**config.mk**
```make
export PLATFORM = sky130hd
export DESIGN_NAME = hex_scan_display_flat
export DESIGN_NICKNAME = d
export VERILOG_FILES = /design/src/rtl/hex_scan_display_if.sv /design/src/rtl/hex_scan_display.sv /design/src/flat_wrapper.sv
export SDC_FILE = /design/constraint.sdc
export NUM_CORES = 1
export LEC_CHECK = 0
export CAP_MARGIN = 20
export CORE_MARGIN = 3
export CORE_UTILIZATION = 40
export CTS_CLUSTER_DIAMETER = 120
export DETAILED_ROUTE_END_ITERATION = 8
export SYNTH_ARGS = -nofsm -noshare
export SYNTH_HDL_FRONTEND = slang
export SYNTH_SLANG_ARGS = --single-unit
export TNS_END_PERCENT = 100
```
**constraint.sdc**
```tcl
create_clock -name clk -period 2.3 [get_ports clk]
set_input_delay 0.46 -clock clk [delete_from_list [all_inputs] [get_ports clk]]
set_output_delay 0.46 -clock clk [all_outputs]
set_load 0.01 [all_outputs]
```
**src/rtl/hex_scan_display_if.sv**
```systemverilog
// Host-to-display bundle for hex_scan_display: shadow-capture inputs from the
// game/score logic and the multiplexed segment/digit pins toward the board.
interface hex_scan_display_if #(
    parameter int NUM_DIGITS = 4
);
    logic                      load;
    logic [4*NUM_DIGITS-1:0]   value;
    logic [NUM_DIGITS-1:0]     dp;
    logic [NUM_DIGITS-1:0]     digit_en;
    logic                      lzb;
    logic [NUM_DIGITS-1:0]     blink;
    logic [6:0]                seg_out;
    logic                      dp_out;
    logic [NUM_DIGITS-1:0]     dig_sel;

    modport master (
        output load, value, dp, digit_en, lzb, blink,
        input  seg_out, dp_out, dig_sel
    );

    modport slave (
        input  load, value, dp, digit_en, lzb, blink,
        output seg_out, dp_out, dig_sel
    );
endinterface

```
**src/rtl/hex_scan_display.sv**
```systemverilog
// Multiplexed hex display driver: scans NUM_DIGITS shadowed nibbles onto one segment bus.
// Define SEG_BLINK_EN to enable per-digit blinking (phase toggles every 64 scan frames).
module hex_scan_display #(
    parameter int NUM_DIGITS     = 4,
    parameter int REFRESH_DIV    = 50000,
    parameter int GUARD_CYCLES   = 16,
    parameter bit SEG_ACTIVE_LOW = 1'b1,
    parameter bit DIG_ACTIVE_LOW = 1'b1
) (
    input logic               clk,
    input logic               rst_n,
    hex_scan_display_if.slave bus
);

    localparam int IW = (NUM_DIGITS > 1) ? $clog2(NUM_DIGITS) : 1;
    localparam int CW = (REFRESH_DIV > 1) ? $clog2(REFRESH_DIV) : 1;
    localparam logic [CW-1:0] CNT_MAX = CW'(REFRESH_DIV - 1);
    localparam logic [IW-1:0] IDX_MAX = IW'(NUM_DIGITS - 1);
    localparam logic [6:0]    SEG_DARK = SEG_ACTIVE_LOW ? 7'h7F : 7'h00;
    localparam logic          DP_DARK  = SEG_ACTIVE_LOW;
    localparam logic [NUM_DIGITS-1:0] DIG_NONE = DIG_ACTIVE_LOW ? '1 : '0;

    function automatic logic [6:0] glyph(input logic [3:0] nib);
        case (nib)
            4'h0: glyph = 7'h3F;
            4'h1: glyph = 7'h06;
            4'h2: glyph = 7'h5B;
            4'h3: glyph = 7'h4F;
            4'h4: glyph = 7'h66;
            4'h5: glyph = 7'h6D;
            4'h6: glyph = 7'h7D;
            4'h7: glyph = 7'h07;
            4'h8: glyph = 7'h7F;
            4'h9: glyph = 7'h6F;
            4'hA: glyph = 7'h77;
            4'hB: glyph = 7'h7C;
            4'hC: glyph = 7'h39;
            4'hD: glyph = 7'h5E;
            4'hE: glyph = 7'h79;
            default: glyph = 7'h71;
        endcase
    endfunction

    logic [4*NUM_DIGITS-1:0] sh_value;
    logic [NUM_DIGITS-1:0]   sh_dp;
    logic [NUM_DIGITS-1:0]   sh_en;
    logic                    sh_lzb;

    logic [CW-1:0] cnt, cnt_nxt;
    logic [IW-1:0] idx, idx_nxt;
    logic          frame_wrap;

    logic [3:0]            nib [NUM_DIGITS];
    logic [NUM_DIGITS-1:0] upper_zero;
    logic                  blink_off;
    logic                  lit;
    logic [NUM_DIGITS-1:0] onehot;
    logic [6:0]            seg_nxt;
    logic                  dp_nxt;
    logic [NUM_DIGITS-1:0] dig_nxt;

    always_ff @(posedge clk or negedge rst_n) begin
        if (!rst_n) begin
            sh_value <= '0;
            sh_dp    <= '0;
            sh_en    <= '0;
            sh_lzb   <= 1'b0;
        end else if (bus.load) begin
            sh_value <= bus.value;
            sh_dp    <= bus.dp;
            sh_en    <= bus.digit_en;
            sh_lzb   <= bus.lzb;
        end
    end

    always_ff @(posedge clk or negedge rst_n) begin
        if (!rst_n) begin
            cnt <= '0;
            idx <= '0;
        end else begin
            cnt <= cnt_nxt;
            idx <= idx_nxt;
        end
    end

    // Every digit owns a slot whether lit or not, so brightness is independent of content.
    always_comb begin
        cnt_nxt    = cnt + 1'b1;
        idx_nxt    = idx;
        frame_wrap = 1'b0;
        if (cnt == CNT_MAX) begin
            cnt_nxt = '0;
            if (idx == IDX_MAX) begin
                idx_nxt    = '0;
                frame_wrap = 1'b1;
            end else begin
                idx_nxt = idx + 1'b1;
            end
        end
    end

`ifdef SEG_BLINK_EN
    logic [5:0] frame_cnt;
    logic       blink_phase;

    always_ff @(posedge clk or negedge rst_n) begin
        if (!rst_n) begin
            frame_cnt   <= '0;
            blink_phase <= 1'b0;
        end else if (frame_wrap) begin
            frame_cnt <= frame_cnt + 1'b1;
            if (frame_cnt == 6'd63)
                blink_phase <= ~blink_phase;
        end
    end

    assign blink_off = blink_phase & bus.blink[idx];
`else
    logic unused_frame_wrap;
    assign unused_frame_wrap = frame_wrap;
    assign blink_off = 1'b0;
`endif

    // upper_zero[i] is set when nibbles i..NUM_DIGITS-1 are all zero.
    always_comb begin
        for (int i = 0; i < NUM_DIGITS; i++)
            nib[i] = sh_value[4*i +: 4];
        upper_zero[NUM_DIGITS-1] = (nib[NUM_DIGITS-1] == 4'h0);
        for (int i = NUM_DIGITS - 2; i >= 0; i--)
            upper_zero[i] = upper_zero[i+1] && (nib[i] == 4'h0);
    end

    always_comb begin
        lit = (int'(cnt) >= GUARD_CYCLES)
              && sh_en[idx]
              && !(sh_lzb && (idx != '0) && upper_zero[idx])
              && !blink_off;
        onehot  = NUM_DIGITS'(1) << idx;
        seg_nxt = SEG_DARK;
        dp_nxt  = DP_DARK;
        dig_nxt = DIG_NONE;
        if (lit) begin
            seg_nxt = SEG_ACTIVE_LOW ? ~glyph(nib[idx]) : glyph(nib[idx]);
            dp_nxt  = sh_dp[idx] ^ SEG_ACTIVE_LOW;
            dig_nxt = DIG_ACTIVE_LOW ? ~onehot : onehot;
        end
    end

    always_ff @(posedge clk or negedge rst_n) begin
        if (!rst_n) begin
            bus.seg_out <= SEG_DARK;
            bus.dp_out  <= DP_DARK;
            bus.dig_sel <= DIG_NONE;
        end else begin
            bus.seg_out <= seg_nxt;
            bus.dp_out  <= dp_nxt;
            bus.dig_sel <= dig_nxt;
        end
    end

endmodule
```
**src/flat_wrapper.sv**
```systemverilog
// flat-port wrapper written by rule: the top's interface ports become plain ports
module hex_scan_display_flat 
#(
    parameter int NUM_DIGITS     = 4,
    parameter int REFRESH_DIV    = 50000,
    parameter int GUARD_CYCLES   = 16,
    parameter bit SEG_ACTIVE_LOW = 1'b1,
    parameter bit DIG_ACTIVE_LOW = 1'b1
)
  (clk, rst_n, bus_load, bus_value, bus_dp, bus_digit_en, bus_lzb, bus_blink, bus_seg_out, bus_dp_out, bus_dig_sel);
  hex_scan_display_if #(.NUM_DIGITS(NUM_DIGITS)) bus_i ();
  input logic clk;
  input logic rst_n;
  input wire logic [$bits(bus_i.load)-1:0] bus_load;
  input wire logic [$bits(bus_i.value)-1:0] bus_value;
  input wire logic [$bits(bus_i.dp)-1:0] bus_dp;
  input wire logic [$bits(bus_i.digit_en)-1:0] bus_digit_en;
  input wire logic [$bits(bus_i.lzb)-1:0] bus_lzb;
  input wire logic [$bits(bus_i.blink)-1:0] bus_blink;
  output wire logic [$bits(bus_i.seg_out)-1:0] bus_seg_out;
  output wire logic [$bits(bus_i.dp_out)-1:0] bus_dp_out;
  output wire logic [$bits(bus_i.dig_sel)-1:0] bus_dig_sel;
  assign bus_i.load = bus_load;
  assign bus_i.value = bus_value;
  assign bus_i.dp = bus_dp;
  assign bus_i.digit_en = bus_digit_en;
  assign bus_i.lzb = bus_lzb;
  assign bus_i.blink = bus_blink;
  assign bus_seg_out = bus_i.seg_out;
  assign bus_dp_out = bus_i.dp_out;
  assign bus_dig_sel = bus_i.dig_sel;
  hex_scan_display #(.NUM_DIGITS(NUM_DIGITS), .REFRESH_DIV(REFRESH_DIV), .GUARD_CYCLES(GUARD_CYCLES), .SEG_ACTIVE_LOW(SEG_ACTIVE_LOW), .DIG_ACTIVE_LOW(DIG_ACTIVE_LOW)) u_core (.clk(clk), .rst_n(rst_n), .bus(bus_i));
endmodule
```
==> results of run 1 <==
[cell usage in the layout (no fill, tap or decap), drive strengths merged, types with 3 or more instances in the layout]
master,instances
nand2,25
nor2,10
ha,12
nor3,3
buf,10
nor4,7
clkbuf,5
mux4,6
mux2i,3
xnor2,7
xor2,6
dfstp,12
nand2b,4
clkdlybuf4s50,38
nand3,8
inv,10
mux2,25
o211ai,5
dfrtp,43
o21ai,7
[final timing paths]
kind	endpoint	slack, ns
worst max register to register	u_core.bus.seg_out[3]	0.24
worst max-delay path	u_core.bus.seg_out[3]	0.24
worst min-delay path	u_core.sh_value[9]	0.15
min in group clk	u_core.sh_en[2]	0.51
worst min register to register	u_core.sh_en[2]	0.51
max in group asynchronous	u_core.bus.dig_sel[3]	1.52
[cell type report]
type                            instances  area (um^2)  area share
Multi-Input combinational cell        145         1210       0.362
Sequential cell                        55         1390       0.417
Tap cell                               77         96.3      0.0289
Clock buffer                            5         68.8      0.0206
Inverter                               10         37.5      0.0113
Timing Repair Buffer                   48          465       0.140
Clock inverter                          3         67.6      0.0203
[cells by family after synthesis]
group / share of synthesized area
xor+xnor: 0.0424
flops: 0.518
compound gates: 0.0522
mux: 0.175
fa+ha+maj: 0.0559
simple gates: 0.123
buf+inv: 0.0340
[worst max-delay path, delay by kind of cell, from the launching register on]
kind                       cells  cell delay (ns)
buffers and inverters          2             0.35
and+or+nand+nor                1             0.08
DFF                            1             0.38
adders and majority gates      1             0.26
AOI/OAI and AO/OA              2             0.25
muxes                          1             0.65
[sequential cells by signal (all words and copies together) (netlist names)]
register,count
u_core.cnt,16
u_core.sh_value,16
u_core.bus.seg_out,7
u_core.bus.dig_sel,4
u_core.sh_dp,4
u_core.sh_en,4
u_core.idx,2
u_core.bus.dp_out,1
u_core.sh_lzb,1
[metrics by stage]
stage / cells / hold WS (ns) / total power, mW / instance area [um^2] / setup slack [ns]
after floorplan: 219 / 0.164 / 1.25 / 2690 / 0.330
final: 343 / 0.149 / 2.13 / 3330 / 0.243
after global routing: 343 / 0.179 / 2.24 / 3330 / 0.0996
after CTS: 343 / 0.155 / 2.16 / 3330 / 0.157
after global placement: 335 / 0.480 / 1.39 / 3190 / 0.207
after detailed placement: 335 / 0.494 / 1.40 / 3190 / 0.174
[report_power, final]
| group | switching [mW] | internal (mW) | leakage, nW | total [mW] |
|---|---|---|---|---|
| Combinational | 0.120 | 0.166 | 0.690 | 0.286 |
| Clock | 0.322 | 0.434 | 0.0644 | 0.756 |
| Sequential | 0.0392 | 1.05 | 0.656 | 1.09 |
| Total | 0.481 | 1.65 | 1.41 | 2.13 |
[per-layer routing]
metal | up-vias | part of all wire | GRT usage
met2 | 36 | 0.42 | 0.190
met1 | 844 | 0.53 | 0.208
met3 | 5 | 0.041 | 0.0320
met4 | 0 | 0.016 | 0.0502
met5 | - | 0 | 0
li1 | 861 | - | -
==> impl_metrics.toml, run 1 <==
[status]
status = "finished, final reports clean"

[synthesis]
synth_edf_count = 0
ys.flop_type = "dfrtp_1"
ys_top_cells_by_area = "dfrtp_1 40%, dfstp_2 12%, mux2_2 10%"
ys_seq_elements = 55
yosys_warnings = 0
synthTopCellsByCount = "43 x dfrtp_1, 25 x nand2_1, 24 x mux2_2"
avgSynthCellArea_um2 = 12.3
synth_top_cell_area_share = 0.401
async_reset_ff_frac = 1.00
ys_types = 39
synthesis.area_um2 = 2690
yosysMostFrequentCell = "dfrtp_1"
netlist_instances = 219
seq_area_frac_synth = 0.518
synth.net_count = 263
synth_top_cell_by_area = "dfrtp_1"

[clock_network]
path_clk_slew_ns = 0.10
hold_buffers = 0
h-tree-depth = 2
cts_buffer_depth = 2
cts_tree = "yes"
cts_resized = 0
ctsRootBufferMaster = "clkbuf_8"
clk_latency_ns = 0.31
cts_buffers = 5
cts_num_sinks = 55
post_cts_buffers = 0

[floorplanning]
coreArea_um2 = 6420
io_pins = 44
die-area_um2 = 7730
die_y_um = 87.9
die_w_um = 87.9
num_rows = 29
start_util = 0.418

[cells_and_area]
fillers = 585
drive_gt1_frac = 0.233
insertedDiodeCount = 0
utilization = 0.519
fin_nets = 309
syn2layout_area_growth_pct = 24.1

[route]
routed_via_density = 5.09
wire_per_inst_um = 14.0
routed_wl_mm = 4.80
dr.pass1.iters = 4
drtAntennaViolNets = 0
dr.first_iter.drc_count = 100
vias = 1746
drcViolationCount = 0

[sta]
slew_viol_final = 0
hold_viol_final = 0
period_minus_slack_ns = 2.06
period_share = 0.894
relSlewSlack = 0.571
fin_skew_ns = 0.00791
setup_viol = 0
rsz0062_at_grt = "no"
tightest_slew_ns = 0.635
fin_setup_tns_ns = 0
max_freq_mhz = 486

[placed_design]
hpwlAfterDp_mm = 3.55
place.gp.congestion = 0.801
io_buffers = 39

[setup_path]
reg2reg_depth = 7
cp-start-kind = "flop"
startpoint = "u_core.idx[0]"
cpPeakStageDelay_ns = 0.65
crit_path_max_fanout = 6
endpoint_kind = "flop"
r2r_start = "u_core.idx[0]"
slowest_stage = "mux4_1"
path_class = "reg2reg"
cp_data_required_time_ns = 2.54
critical_path.cell_chain = "buf_4, mux4_1, inv_1, ha_1, nand2_1, o21ai_0, o211ai_1"
crit_arrival_ns = 2.29

[grt]
grt_pass1_vias = 1678
grt_max_degree = 31
grtUsageTotal = 0.137
antenna_found_initial = 0
overflow = 0
grt_pass1_wl_mm = 8.17

[power_and_ir_drop]
p_leak_nw = 1.41
power_density_nw_per_um2 = 639
vdd_drop_max_mv = 0.385

[run]
maxCapViolations = 0

[hold_path]
holdCritPathClass = "in2async"
Power figures use the tool's default switching activity.
==> run 2, diff against run 1 <==
Settings changed: PLACE_DENSITY set to 0.65.
Clock period 2.3 ns to 1.7 ns, I/O delays scaled along.
==> impl_metrics.toml, run 2 (same netlist as run 1, synthesis figures left out) <==
[clock_network]
cts_num_sinks = 55
cts_buffers = 5
clk_latency_ns = 0.30
cts_tree = "yes"
ctsRootBufferMaster = "clkbuf_8"
h-tree-depth = 2
path_clk_slew_ns = 0.10
cts_buffer_depth = 2

[setup_path]
reg2reg_depth = 7
cp_data_required_time_ns = 1.91
startpoint = "u_core.idx[0]"
endpoint_kind = "flop"
crit_arrival_ns = 2.02
r2r_end = "u_core.bus.seg_out[0]"
reg2reg_slack_ns = -0.11
r2r_start = "u_core.idx[0]"
crit_path_max_fanout = 4
cp-start-kind = "flop"
path_class = "reg2reg"

[sta]
tightest_slew_ns = 0.339
relSlewSlack = 0.772
setup_viol = 7
hold_viol_final = 0
max_freq_mhz = 552
fin_skew_ns = 0.0106
period_minus_slack_ns = 1.81
period_share = 1.07
rsz0062_at_grt = "yes"
postLayoutSetupSlackWorst_ns = -0.112
slew_viol_final = 0

[grt]
grt_pass1_vias = 1882
overflow = 0
antenna_found_initial = 0
grt_max_degree = 56
grtUsageTotal = 0.142
grt_pass1_wl_mm = 8.76

[floorplanning]
num_rows = 29
io_pins = 44
start_util = 0.418
die-area_um2 = 7730
die_y_um = 87.9
die_w_um = 87.9
coreArea_um2 = 6420

[placed_design]
hpwlAfterDp_mm = 3.71
dp.cells = 362
place.gp.congestion = 0.839
place_area_um2 = 3420
io_buffers = 39
pre_cts_slack_ns = -0.281

[route]
dr.pass1.iters = 4
met2_length_mm = 2.47
wire_per_inst_um = 14.3
drcViolationCount = 0
wl_met1_mm = 2.72
dr_wl_met3_um = 205
routed_wl_mm = 5.42
routed.top_layer = "met4"
vias = 1914
routed_via_density = 5.06
drtAntennaViolNets = 0
dr.first_iter.drc_count = 71

[cells_and_area]
insertedDiodeCount = 0
fin_area_um2 = 3800
instances_no_fill = 378
syn2layout_area_growth_pct = 41.5
layout_common_cells = "42 x dfrtp_1, 34 x buf_4, 26 x clkdlybuf4s50_1, 24 x mux2_2, 19 x nand2_1"
final_common_cell = "dfrtp_1"
drive_gt1_frac = 0.412
fin_nets = 344
reg_top3 = "u_core.cnt: 16 flops, u_core.sh_value: 16 flops, u_core.bus.seg_out: 7 flops"
fillers = 518

[hold_path]
holdCritPathClass = "in2async"

[run]
maxCapViolations = 0

[power_and_ir_drop]
vdd_drop_max_mv = 0.612
p_leak_nw = 1.65
power_density_nw_per_um2 = 790

[status]
status = "finished with violations"
violations = "negative setup slack"
[run 2: repair_timing]
| action | CTS | global route |
|---|---|---|
| resized for setup | 29 | 27 |
| pin swaps | 5 | 6 |
| setup buffers | 3 | 5 |
| setup endpoints to repair | 17 | 23 |
| gates cloned | 1 | 0 |
| hold buffers | 0 | 0 |
[run 2: cell type report]
cell class | count | area (um^2) | share of cell area
multi-input cells | 145 | 1350 | 0.354
repair buffers | 83 | 782 | 0.206
clock inverters | 3 | 67.6 | 0.0178
well taps | 77 | 96.3 | 0.0254
inverters | 10 | 45.0 | 0.0119
clock buffers | 5 | 68.8 | 0.0181
flip-flops and latches | 55 | 1390 | 0.367
[run 2: worst max path at each step]
stage	to	slack (ns)	cells past startpoint
3_3_place_gp	u_core.bus.seg_out[0]	-0.18	7
6_report	u_core.bus.seg_out[0]	-0.11	7
4_1_cts	u_core.bus.seg_out[0]	-0.1	6
5_1_grt	u_core.bus.seg_out[0]	-0.18	7
3_5_place_dp	u_core.bus.seg_out[0]	-0.28	7
2_1_floorplan	u_core.bus.seg_out[1]	-0.20	8
[run 2: power breakdown]
| group | internal, mW | switching, mW |
|---|---|---|
| Sequential | 1.42 | 0.0496 |
| Combinational | 0.309 | 0.218 |
| Clock | 0.587 | 0.421 |
| Total | 2.31 | 0.688 |
[run 2: worst max-delay path: stages, from the launching register on]
cell	delay, ns
dfrtp_2	0.41
buf_6	0.11
mux4_2	0.55
inv_4	0.13
buf_6	0.11
ha_4	0.12
mux2i_1	0.07
o2111ai_1	0.22
[run 2: per-layer routing]
metal | GRT usage | vias to the layer above
li1 | - | 927
met1 | 0.212 | 947
met2 | 0.218 | 38
met3 | 0.0273 | 2
met4 | 0.0293 | 0
met5 | 0 | -
[run 2: through the flow]
step | power, mW | hold slack (ns) | setup TNS [ns] | utilization
2_1_floorplan | 1.69 | 0.0444 | -1.89 | -
5_1_grt | 3.12 | 0.0401 | -1.20 | 0.591
6_report | 3.00 | 0.0200 | -0.423 | 0.591
3_3_place_gp | 1.96 | 0.359 | -1.73 | 0.533
3_5_place_dp | 1.97 | 0.360 | -2.86 | 0.533
4_1_cts | 3.01 | 0.0247 | -0.397 | 0.568
